<file path="config.mk">
export PLATFORM = sky130hd
export DESIGN_NAME = regfile_write_arbiter_flat
export DESIGN_NICKNAME = d
export VERILOG_FILES = /design/src/rtl/regfile_write_arbiter_if.sv /design/src/rtl/regfile_write_arbiter.sv /design/src/flat_wrapper.sv
export SDC_FILE = /design/constraint.sdc
export NUM_CORES = 1
export LEC_CHECK = 0
export BUFFER_PORTS_ARGS = -buffer_cell sky130_fd_sc_hd__buf_2
export CAP_MARGIN = 20
export CORE_ASPECT_RATIO = 0.9
export CORE_MARGIN = 5
export CORE_UTILIZATION = 47
export DETAILED_ROUTE_END_ITERATION = 8
export PLACE_DENSITY = 0.85
export REMOVE_ABC_BUFFERS = 1
export SLEW_MARGIN = 10
export SYNTH_ARGS = -nofsm -noshare
export SYNTH_HDL_FRONTEND = slang
export SYNTH_SLANG_ARGS = --single-unit
export TNS_END_PERCENT = 10
</file>
<file path="constraint.sdc">
create_clock -name clock -period 5.8 [get_ports clock]
set_input_delay 1.16 -clock clock [delete_from_list [all_inputs] [get_ports clock]]
set_output_delay 1.16 -clock clock [all_outputs]
set_load 0.02 [all_outputs]
</file>
<file path="src/rtl/regfile_write_arbiter_if.sv">
// Write-port bundle between writeback requesters, the clear control
// and the register file write port.
interface regfile_write_arbiter_if #(
    parameter int width = 32
);
    logic             req0_valid;
    logic [4:0]       req0_regnum;
    logic [width-1:0] req0_data;
    logic             req0_ready;
    logic             req1_valid;
    logic [4:0]       req1_regnum;
    logic [width-1:0] req1_data;
    logic             req1_ready;
    logic             clear_start;
    logic             busy;
    logic [4:0]       wr_regnum;
    logic [width-1:0] wr_data;
    logic             writeenable;

    modport master (
        output req0_valid, req0_regnum, req0_data,
        input  req0_ready,
        output req1_valid, req1_regnum, req1_data,
        input  req1_ready,
        output clear_start,
        input  busy, wr_regnum, wr_data, writeenable
    );

    modport slave (
        input  req0_valid, req0_regnum, req0_data,
        output req0_ready,
        input  req1_valid, req1_regnum, req1_data,
        output req1_ready,
        input  clear_start,
        output busy, wr_regnum, wr_data, writeenable
    );
endinterface

</file>
<file path="src/rtl/regfile_write_arbiter.sv">
// Round-robin sharing of the register file write port between two
// requesters, plus a one-register-per-cycle clear of registers 1..31.
module regfile_write_arbiter #(
    parameter int width = 32
) (
    input logic                    clock,
    input logic                    reset,
    regfile_write_arbiter_if.slave bus
);
    typedef enum logic {
        ARB   = 1'b0,
        CLEAR = 1'b1
    } state_t;

    state_t           state_q, state_d;
    logic             prio_q, prio_d;
    logic [4:0]       cnt_q, cnt_d;
    logic [4:0]       wr_regnum_q, wr_regnum_d;
    logic [width-1:0] wr_data_q, wr_data_d;
    logic             we_q, we_d;
    logic             busy_q, busy_d;
    logic             rdy0, rdy1;
    logic             take0, take1;

    // Grants: a side is blocked only by the other side's valid holding priority
    always_comb begin
        rdy0  = (state_q == ARB) && !bus.clear_start
                && !(bus.req1_valid && prio_q);
        rdy1  = (state_q == ARB) && !bus.clear_start
                && !(bus.req0_valid && !prio_q);
        take0 = bus.req0_valid && rdy0;
        take1 = bus.req1_valid && rdy1;
    end

    // Next state and registered write-port outputs
    always_comb begin
        state_d     = state_q;
        prio_d      = prio_q;
        cnt_d       = cnt_q;
        wr_regnum_d = wr_regnum_q;
        wr_data_d   = wr_data_q;
        we_d        = 1'b0;
        unique case (state_q)
            ARB: begin
                unique case (1'b1)
                    bus.clear_start: begin
                        state_d     = CLEAR;
                        cnt_d       = 5'd1;
                        wr_regnum_d = 5'd1;
                        wr_data_d   = '0;
                        we_d        = 1'b1;
                    end
                    take0: begin
                        wr_regnum_d = bus.req0_regnum;
                        wr_data_d   = bus.req0_data;
                        we_d        = (bus.req0_regnum != 5'd0);
                        prio_d      = 1'b1;
                    end
                    take1: begin
                        wr_regnum_d = bus.req1_regnum;
                        wr_data_d   = bus.req1_data;
                        we_d        = (bus.req1_regnum != 5'd0);
                        prio_d      = 1'b0;
                    end
                    default: we_d = 1'b0;
                endcase
            end
            CLEAR: begin
                // Terminal test comes first so cnt never wraps
                if (cnt_q == 5'd31) begin
                    state_d = ARB;
                end else begin
                    cnt_d       = cnt_q + 5'd1;
                    wr_regnum_d = cnt_q + 5'd1;
                    wr_data_d   = '0;
                    we_d        = 1'b1;
                end
            end
            default: state_d = ARB;
        endcase
        busy_d = (state_d == CLEAR);
    end

    // State and output registers; reset aborts any clear in progress
    always_ff @(posedge clock or posedge reset) begin
        if (reset) begin
            state_q     <= ARB;
            prio_q      <= 1'b0;
            cnt_q       <= 5'd0;
            wr_regnum_q <= 5'd0;
            wr_data_q   <= '0;
            we_q        <= 1'b0;
            busy_q      <= 1'b0;
        end else begin
            state_q     <= state_d;
            prio_q      <= prio_d;
            cnt_q       <= cnt_d;
            wr_regnum_q <= wr_regnum_d;
            wr_data_q   <= wr_data_d;
            we_q        <= we_d;
            busy_q      <= busy_d;
        end
    end

    assign bus.req0_ready  = rdy0;
    assign bus.req1_ready  = rdy1;
    assign bus.busy        = busy_q;
    assign bus.wr_regnum   = wr_regnum_q;
    assign bus.wr_data     = wr_data_q;
    assign bus.writeenable = we_q;
endmodule

</file>
<file path="src/flat_wrapper.sv">
// flat-port wrapper written by rule: the top's interface ports become plain ports
module regfile_write_arbiter_flat 
#(
    parameter int width = 32
)
  (clock, reset, bus_req0_valid, bus_req0_regnum, bus_req0_data, bus_req0_ready, bus_req1_valid, bus_req1_regnum, bus_req1_data, bus_req1_ready, bus_clear_start, bus_busy, bus_wr_regnum, bus_wr_data, bus_writeenable);
  regfile_write_arbiter_if #(.width(width)) bus_i ();
  input logic clock;
  input logic reset;
  input wire logic [$bits(bus_i.req0_valid)-1:0] bus_req0_valid;
  input wire logic [$bits(bus_i.req0_regnum)-1:0] bus_req0_regnum;
  input wire logic [$bits(bus_i.req0_data)-1:0] bus_req0_data;
  output wire logic [$bits(bus_i.req0_ready)-1:0] bus_req0_ready;
  input wire logic [$bits(bus_i.req1_valid)-1:0] bus_req1_valid;
  input wire logic [$bits(bus_i.req1_regnum)-1:0] bus_req1_regnum;
  input wire logic [$bits(bus_i.req1_data)-1:0] bus_req1_data;
  output wire logic [$bits(bus_i.req1_ready)-1:0] bus_req1_ready;
  input wire logic [$bits(bus_i.clear_start)-1:0] bus_clear_start;
  output wire logic [$bits(bus_i.busy)-1:0] bus_busy;
  output wire logic [$bits(bus_i.wr_regnum)-1:0] bus_wr_regnum;
  output wire logic [$bits(bus_i.wr_data)-1:0] bus_wr_data;
  output wire logic [$bits(bus_i.writeenable)-1:0] bus_writeenable;
  assign bus_i.req0_valid = bus_req0_valid;
  assign bus_i.req0_regnum = bus_req0_regnum;
  assign bus_i.req0_data = bus_req0_data;
  assign bus_req0_ready = bus_i.req0_ready;
  assign bus_i.req1_valid = bus_req1_valid;
  assign bus_i.req1_regnum = bus_req1_regnum;
  assign bus_i.req1_data = bus_req1_data;
  assign bus_req1_ready = bus_i.req1_ready;
  assign bus_i.clear_start = bus_clear_start;
  assign bus_busy = bus_i.busy;
  assign bus_wr_regnum = bus_i.wr_regnum;
  assign bus_wr_data = bus_i.wr_data;
  assign bus_writeenable = bus_i.writeenable;
  regfile_write_arbiter #(.width(width)) u_core (.clock(clock), .reset(reset), .bus(bus_i));
endmodule
</file>
==> reports/qor.csv, run 1 <==
stage,metric,value,unit
synth,"Cell Area, Synth",2059,µm²
synth,Yosys top cell area share,54.68,%
place,I/O Buffers,119,
critical_path,CP required,4.64,ns
clock_network,"CTS clk-pin slew, worst paths",0.08,ns
clock_network,Setup Buffers After CTS,0,
routing,Via-to-Cell Ratio,5.424,
global_route,Congestion Overflow GR,0,
synth,Post-synth EDFFs,0,
cells_and_area,filler cell count,335,
synth,synthesized flop and latch total,45,
timing,post-route worst setup slack,2.800,ns
critical_path,Crit. End Element,output port,
clock_network,CTS tree,yes,
critical_path,internal reg-to-reg setup slack,3.43,ns
routing,first-pass detailed-route iteration total,6,
floorplanning,die height,72.80,µm
synth,synth warn,0,
place,DP Wirelength,4155,µm
place,post-placement cell area,2671,µm²
clock_network,CTS Buf Count,5,
routing,Final ANT Viol Nets,0,
routing,Post-Route WL,5597,µm
global_route,largest net degree at the start of global routing,46,
timing,"Slew Viols, Final",0,
power_and_ir_drop,Lkg Pwr,1.730,nW
floorplanning,core area,4156,µm²
clock_network,post-cts resize count,0,
routing,Vias,1958,
cells_and_area,Non-Filler Instances,361,
timing,FMAX,333.4,MHz
run,max-cap violation count,0,
synth,Post-Synthesis Cells,183,
cells_and_area,"commonest non-fill, non-tap cell in the layout",buf_2,
global_route,first-pass GRT wire length,8769,µm
timing,Setup Skew,0.004902,ns
floorplanning,I/O pin cnt,120,
synth,synth top area cells,"dfrtp_1, a222oi_1, inv_1",
clock_network,CTS sink count,45,
synth,Synth area leader,dfrtp_1,
clock_network,Hold Buf Count CTS,0,
timing,Tcrit/Tclk final,51.72,%
place,"worst slack, placed",2.799,ns
global_route,initial antenna violation count,0,
cells_and_area,layout cell share with drive strength beyond 1,44.52,%
synth,Synth Flop Type,dfrtp_1,
power_and_ir_drop,VDD IR max,0.1914,mV
global_route,GRT Total Usage,19.42,%
synth,synthesized area per cell,11.25,µm²
timing,final setup vio count,0,
hold_path,Worst Hold Class,reg2reg,
timing,final hold slack,0.4926,ns
global_route,number of global-route vias before repair,1908,
clock_network,H-Tree Depth,2,
synth,"Async S/R FF share, synth",100.0,%
routing,drt drc,0,
timing,Slew headroom,36.25,%
place,placed cells,353,
clock_network,CTS Root Cell,clkbuf_8,
clock_network,CTS max path bufs,2,
place,routability cong.,0.8618,
routing,1st-iter DRT viols,235,
cells_and_area,design area,2788,µm²
floorplanning,Initial Util,49.55,%
cells_and_area,Area Overhead vs Synth,35.36,%
critical_path,CP Class,in2out,
critical_path,WP data arrival,1.84,ns
floorplanning,FP Rows,22,
cells_and_area,Finished Core Util,67.07,%
run_status,status,completed,
critical_path,critical path startpoint category,primary input,
timing,post-layout minimum cycle time,3.000,ns
power_and_ir_drop,pwr/cell area,340.6,nW/µm²
timing,RSZ-0062 raised after global routing,no,
timing,Tightest Pin Transition,0.9531,ns
cells_and_area,Layout Nets,381,
cells_and_area,most frequent cells in the layout,"buf_2, dfrtp_1, inv_1",
synth,synth unique cells,35,
timing,Final Hold Viols,0,
cells_and_area,antenna cells,0,
floorplanning,Die X,79.78,µm
critical_path,CP max FO,5,
power_and_ir_drop,total power,0.9495,mW
clock_network,clk_lat worst skew,0.29,ns
routing,Avg WL per Cell,15.50,µm
floorplanning,Die Footprint,5808,µm²
timing,Final TNS setup,0,ns
synth,sequential-to-total area share from yosys stat,54.68,%
## metal layers
layer,GRT usage [%],wire [µm],share of wire [%],vias to the layer above
li1,-,-,-,926
met1,25.38,2322,41,911
met2,31.60,2662,48,110
met3,4.074,509,9.1,11
met4,8.068,103,1.8,0
met5,0,0,0,-
## worst max-delay path, cell delays in order
cell and delay, ns:
buf_2 0.14, or2_4 0.27, nor2_1 0.10, buf_2 0.16
## report_power, final
part | switching, mW | total, mW | internal, mW
clock | 0.0964 | 0.237 | 0.140
sequential | 0.0490 | 0.419 | 0.370
combinational | 0.169 | 0.293 | 0.124
## cell usage after synthesis (2+ instances only)
master,number
buf_2,4
nand2_1,6
ha_1,2
nand3_1,2
a22o_1,2
nor3_1,3
o22ai_1,2
inv_1,35
buf_4,3
a31oi_1,2
o21ai_0,3
a22oi_1,3
a21oi_1,5
nor2_1,10
a222oi_1,33
buf_6,5
dfrtp_1,45
## path summary, 6_finish.rpt
check | from | endpoint | cells after the start
worst max-delay path | bus_clear_start | bus_req1_ready | 4
worst min-delay path | u_core.bus.wr_data[29]$_DFFE_PP0P_ | u_core.bus.wr_data[29]$_DFFE_PP0P_ | 2
worst max register to register | u_core.cnt_q[0]$_DFFE_PP0P_ | u_core.bus.wr_data[19]$_DFFE_PP0P_ | 8
worst min register to register | u_core.bus.wr_data[29]$_DFFE_PP0P_ | u_core.bus.wr_data[29]$_DFFE_PP0P_ | 2
max in group asynchronous | reset | u_core.bus.writeenable$_DFF_PP0_ | 2
min in group asynchronous | reset | u_core.bus.wr_data[10]$_DFFE_PP0P_ | 2
## final cells by class
type | count | area [µm²] | share of cell area (%)
Clock buffer | 7 | 86.33 | 3.097
Clock inverter | 1 | 30.03 | 1.077
Inverter | 35 | 131.4 | 4.713
Multi-Input combinational cell | 91 | 720.7 | 25.85
Sequential cell | 45 | 1126 | 40.40
Tap cell | 60 | 75.07 | 2.693
Timing Repair Buffer | 122 | 618.1 | 22.17
## registers in the layout (all words and copies together) (netlist names)
name and count:
u_core.bus.wr_data 32, u_core.state_q 1, u_core.bus.wr_regnum 5, u_core.prio_q 1, u_core.cnt_q 5, u_core.bus.writeenable 1
## logic make-up (layout without fill, tap and decap cells)
| family | after synthesis | count (layout) | share of synthesized area [%] |
|---|---|---|---|
| muxes | 1 | 1 | 0.4860 |
| buffers and inverters | 47 | 165 | 11.18 |
| DFF | 45 | 45 | 54.68 |
| xor gates and xnor gates | 2 | 2 | 0.8507 |
| and+or+nand+nor | 31 | 31 | 7.838 |
| adders and majority gates | 2 | 2 | 1.215 |
| AOI/OAI and AO/OA | 55 | 55 | 23.75 |
(Power assumes the default switching activity.)
==> run 2: changes to the inputs <==
Settings changed: ABC_AREA set to 1, CORE_UTILIZATION 47 to 40, PLACE_DENSITY 0.85 to 0.75.
Clock period 5.8 ns to 2.7 ns, I/O delays scaled along.
==> run 2 against run 1 <==
  * Die area increased by 25%
  * Register-to-register slack worse by 2.8 ns
  * Design area up 5.4%
  * Sequential share of layout area is 2.1 points lower
  * Global-route usage is 4.0 points lower
  * Largest cell class unchanged
  * First-iteration DRC count is 73% lower
  * Combinational power grew to 2.9 times the previous value
  * Sequential power is 120% higher
  * Clock power rose by 73%
  * Synthesized cell count up 33%
==> reports/qor.csv, run 2 <==
stage,metric,value,unit
run_status,status,completed,
synth,synth top area cells,"dfrtp_1, nand2_1, a22oi_1",
synth,synthesized area per cell,9.261,µm²
floorplanning,Die Footprint,7254,µm²
clock_network,CTS Buf Count,5,
global_route,number of global-route vias before repair,1934,
routing,Vias,2073,
timing,Final Hold Viols,0,
power_and_ir_drop,Lkg Pwr,1.726,nW
cells_and_area,"commonest non-fill, non-tap cell in the layout",buf_2,
cells_and_area,antenna cells,0,
global_route,initial antenna violation count,0,
floorplanning,FP Rows,26,
routing,drt drc,0,
synth,synth unique cells,25,
timing,Tcrit/Tclk final,75.86,%
floorplanning,I/O pin cnt,120,
place,routability cong.,0.8390,
timing,final setup vio count,0,
synth,most frequent cell after synthesis,nand2_1,
synth,sequential-to-total area share from yosys stat,49.83,%
global_route,largest net degree at the start of global routing,46,
routing,Avg WL per Cell,13.23,µm
floorplanning,core area,5595,µm²
synth,"Cell Area, Synth",2260,µm²
critical_path,CP Class,reg2reg,
timing,Tightest Pin Transition,0.6427,ns
critical_path,CP required,2.93,ns
power_and_ir_drop,VDD IR max,0.3333,mV
synth,Post-Synthesis Cells,244,
hold_path,Worst Hold Class,in2async,
critical_path,R2R depth,12,
critical_path,WP data arrival,2.28,ns
place,I/O Buffers,119,
cells_and_area,Area Overhead vs Synth,30.01,%
synth,Post-synth EDFFs,0,
cells_and_area,filler cell count,548,
routing,1st-iter DRT viols,63,
cells_and_area,max FFs per register,32,
cells_and_area,design area,2938,µm²
synth,"Async S/R FF share, synth",100.0,%
cells_and_area,layout cell share with drive strength beyond 1,44.32,%
timing,Final TNS setup,0,ns
global_route,GRT Total Usage,15.41,%
timing,post-layout minimum cycle time,2.048,ns
run,max-cap violation count,0,
critical_path,Crit. End Element,register,
clock_network,"CTS clk-pin slew, worst paths",0.08,ns
critical_path,CP max FO,37,
synth,synthesized flop and latch total,45,
routing,Final ANT Viol Nets,0,
clock_network,clk_lat worst skew,0.29,ns
synth,Yosys top cell area share,49.83,%
clock_network,CTS max path bufs,2,
global_route,Congestion Overflow GR,0,
routing,Post-Route WL,5704,µm
clock_network,Setup Buffers After CTS,0,
clock_network,CTS sink count,45,
floorplanning,die height,81.31,µm
routing,Via-to-Cell Ratio,4.810,
clock_network,H-Tree Depth,2,
timing,RSZ-0062 raised after global routing,no,
place,post-placement cell area,2830,µm²
synth,Synth Flop Type,dfrtp_1,
synth,top post-synthesis cells by count,"nand2_1, dfrtp_1, a22oi_1",
clock_network,CTS tree,yes,
synth,Synth area leader,dfrtp_1,
clock_network,CTS Root Cell,clkbuf_8,
cells_and_area,Layout Nets,441,
timing,FMAX,488.2,MHz
clock_network,post-cts resize count,0,
global_route,first-pass GRT wire length,8735,µm
floorplanning,Initial Util,40.38,%
floorplanning,Die X,89.23,µm
timing,"Slew Viols, Final",0,
timing,Setup Skew,0.006444,ns
routing,first-pass detailed-route iteration total,5,
critical_path,critical path startpoint category,register,
synth,synth warn,0,
timing,Slew headroom,57.09,%
power_and_ir_drop,pwr/cell area,750.3,nW/µm²
cells_and_area,most frequent cells in the layout,"buf_2, nand2_1, dfrtp_1",
clock_network,Hold Buf Count CTS,0,
timing,final hold slack,0.1201,ns
place,DP Wirelength,4288,µm
run 2: path summary, 6_finish.rpt:
check | end | start | slack [ns]
worst min-delay path | u_core.bus.writeenable$_DFF_PP0_ | reset | 0.12
worst max-delay path | u_core.bus.wr_data[2]$_DFFE_PP0P_ | u_core.cnt_q[0]$_DFFE_PP0P_ | 0.65
worst min register to register | u_core.bus.wr_regnum[3]$_DFFE_PP0P_ | u_core.bus.wr_regnum[3]$_DFFE_PP0P_ | 0.48
max in group asynchronous | u_core.bus.wr_regnum[2]$_DFFE_PP0P_ | reset | 2.15
min in group clock | u_core.bus.wr_data[24]$_DFFE_PP0P_ | bus_req1_data[24] | 0.45
worst max register to register | u_core.bus.wr_data[2]$_DFFE_PP0P_ | u_core.cnt_q[0]$_DFFE_PP0P_ | 0.65
run 2: cell families after synthesis:
family                   share of synthesized area [%]
AO/OA/AOI/OAI                                    12.46
buffers and inverters                            7.697
adder cells (fa/ha/maj)                          1.107
AND/OR/NAND/NOR                                  28.90
flip-flops                                       49.83
run 2: where the power goes:
group / internal [mW] / switching (mW) / total (mW) / leakage [nW]
clock network: 0.182 / 0.229 / 0.411 / 0.0374
registers: 0.815 / 0.121 / 0.936 / 0.597
logic: 0.294 / 0.563 / 0.857 / 1.09
total: 1.29 / 0.913 / 2.20 / 1.73
run 2: worst max-delay path, cell delays in order (launching register included):
cell and delay [ns]:
dfrtp_1 0.48, ha_1 0.24, nand2_1 0.06, nor2_1 0.11, ha_1 0.17, inv_1 0.06
nand2_1 0.11, nand2_4 0.08, inv_6 0.09, nand3_4 0.12, inv_6 0.28, nand2_1 0.10
nand2_1 0.09
run 2: final cells by class:
cell class | instances | area (µm²) | share of cell area [%]
clock buffer | 6 | 72.57 | 2.470
clock inverter | 2 | 15.01 | 0.5111
inverter | 13 | 61.31 | 2.087
multi-input combinational | 175 | 959.7 | 32.67
sequential | 45 | 1126 | 38.33
tap | 70 | 87.58 | 2.981
timing repair buffer | 120 | 615.6 | 20.95
run 2: metrics by stage:
stage / instances / power [mW] / setup slack, ns / utilization [%]
after detailed placement: 422 / 1.809 / 0.6762 / 50.58
after CTS: 430 / 2.229 / 0.6598 / 52.15
after floorplan: 233 / 1.510 / 0.9886 / -
after global routing: 431 / 2.376 / 0.4265 / 52.50
after global placement: 422 / 1.791 / 0.8520 / 50.58
final: 431 / 2.204 / 0.6519 / 52.50
run 2: metal layers:
layer  wire, µm  GRT usage, %  up-vias
li1           -             -     1041
met1       2402         20.32      928
met2       2650         24.96       97
met3        592         4.260        7
met4         58         4.018        0
met5          0             0        -
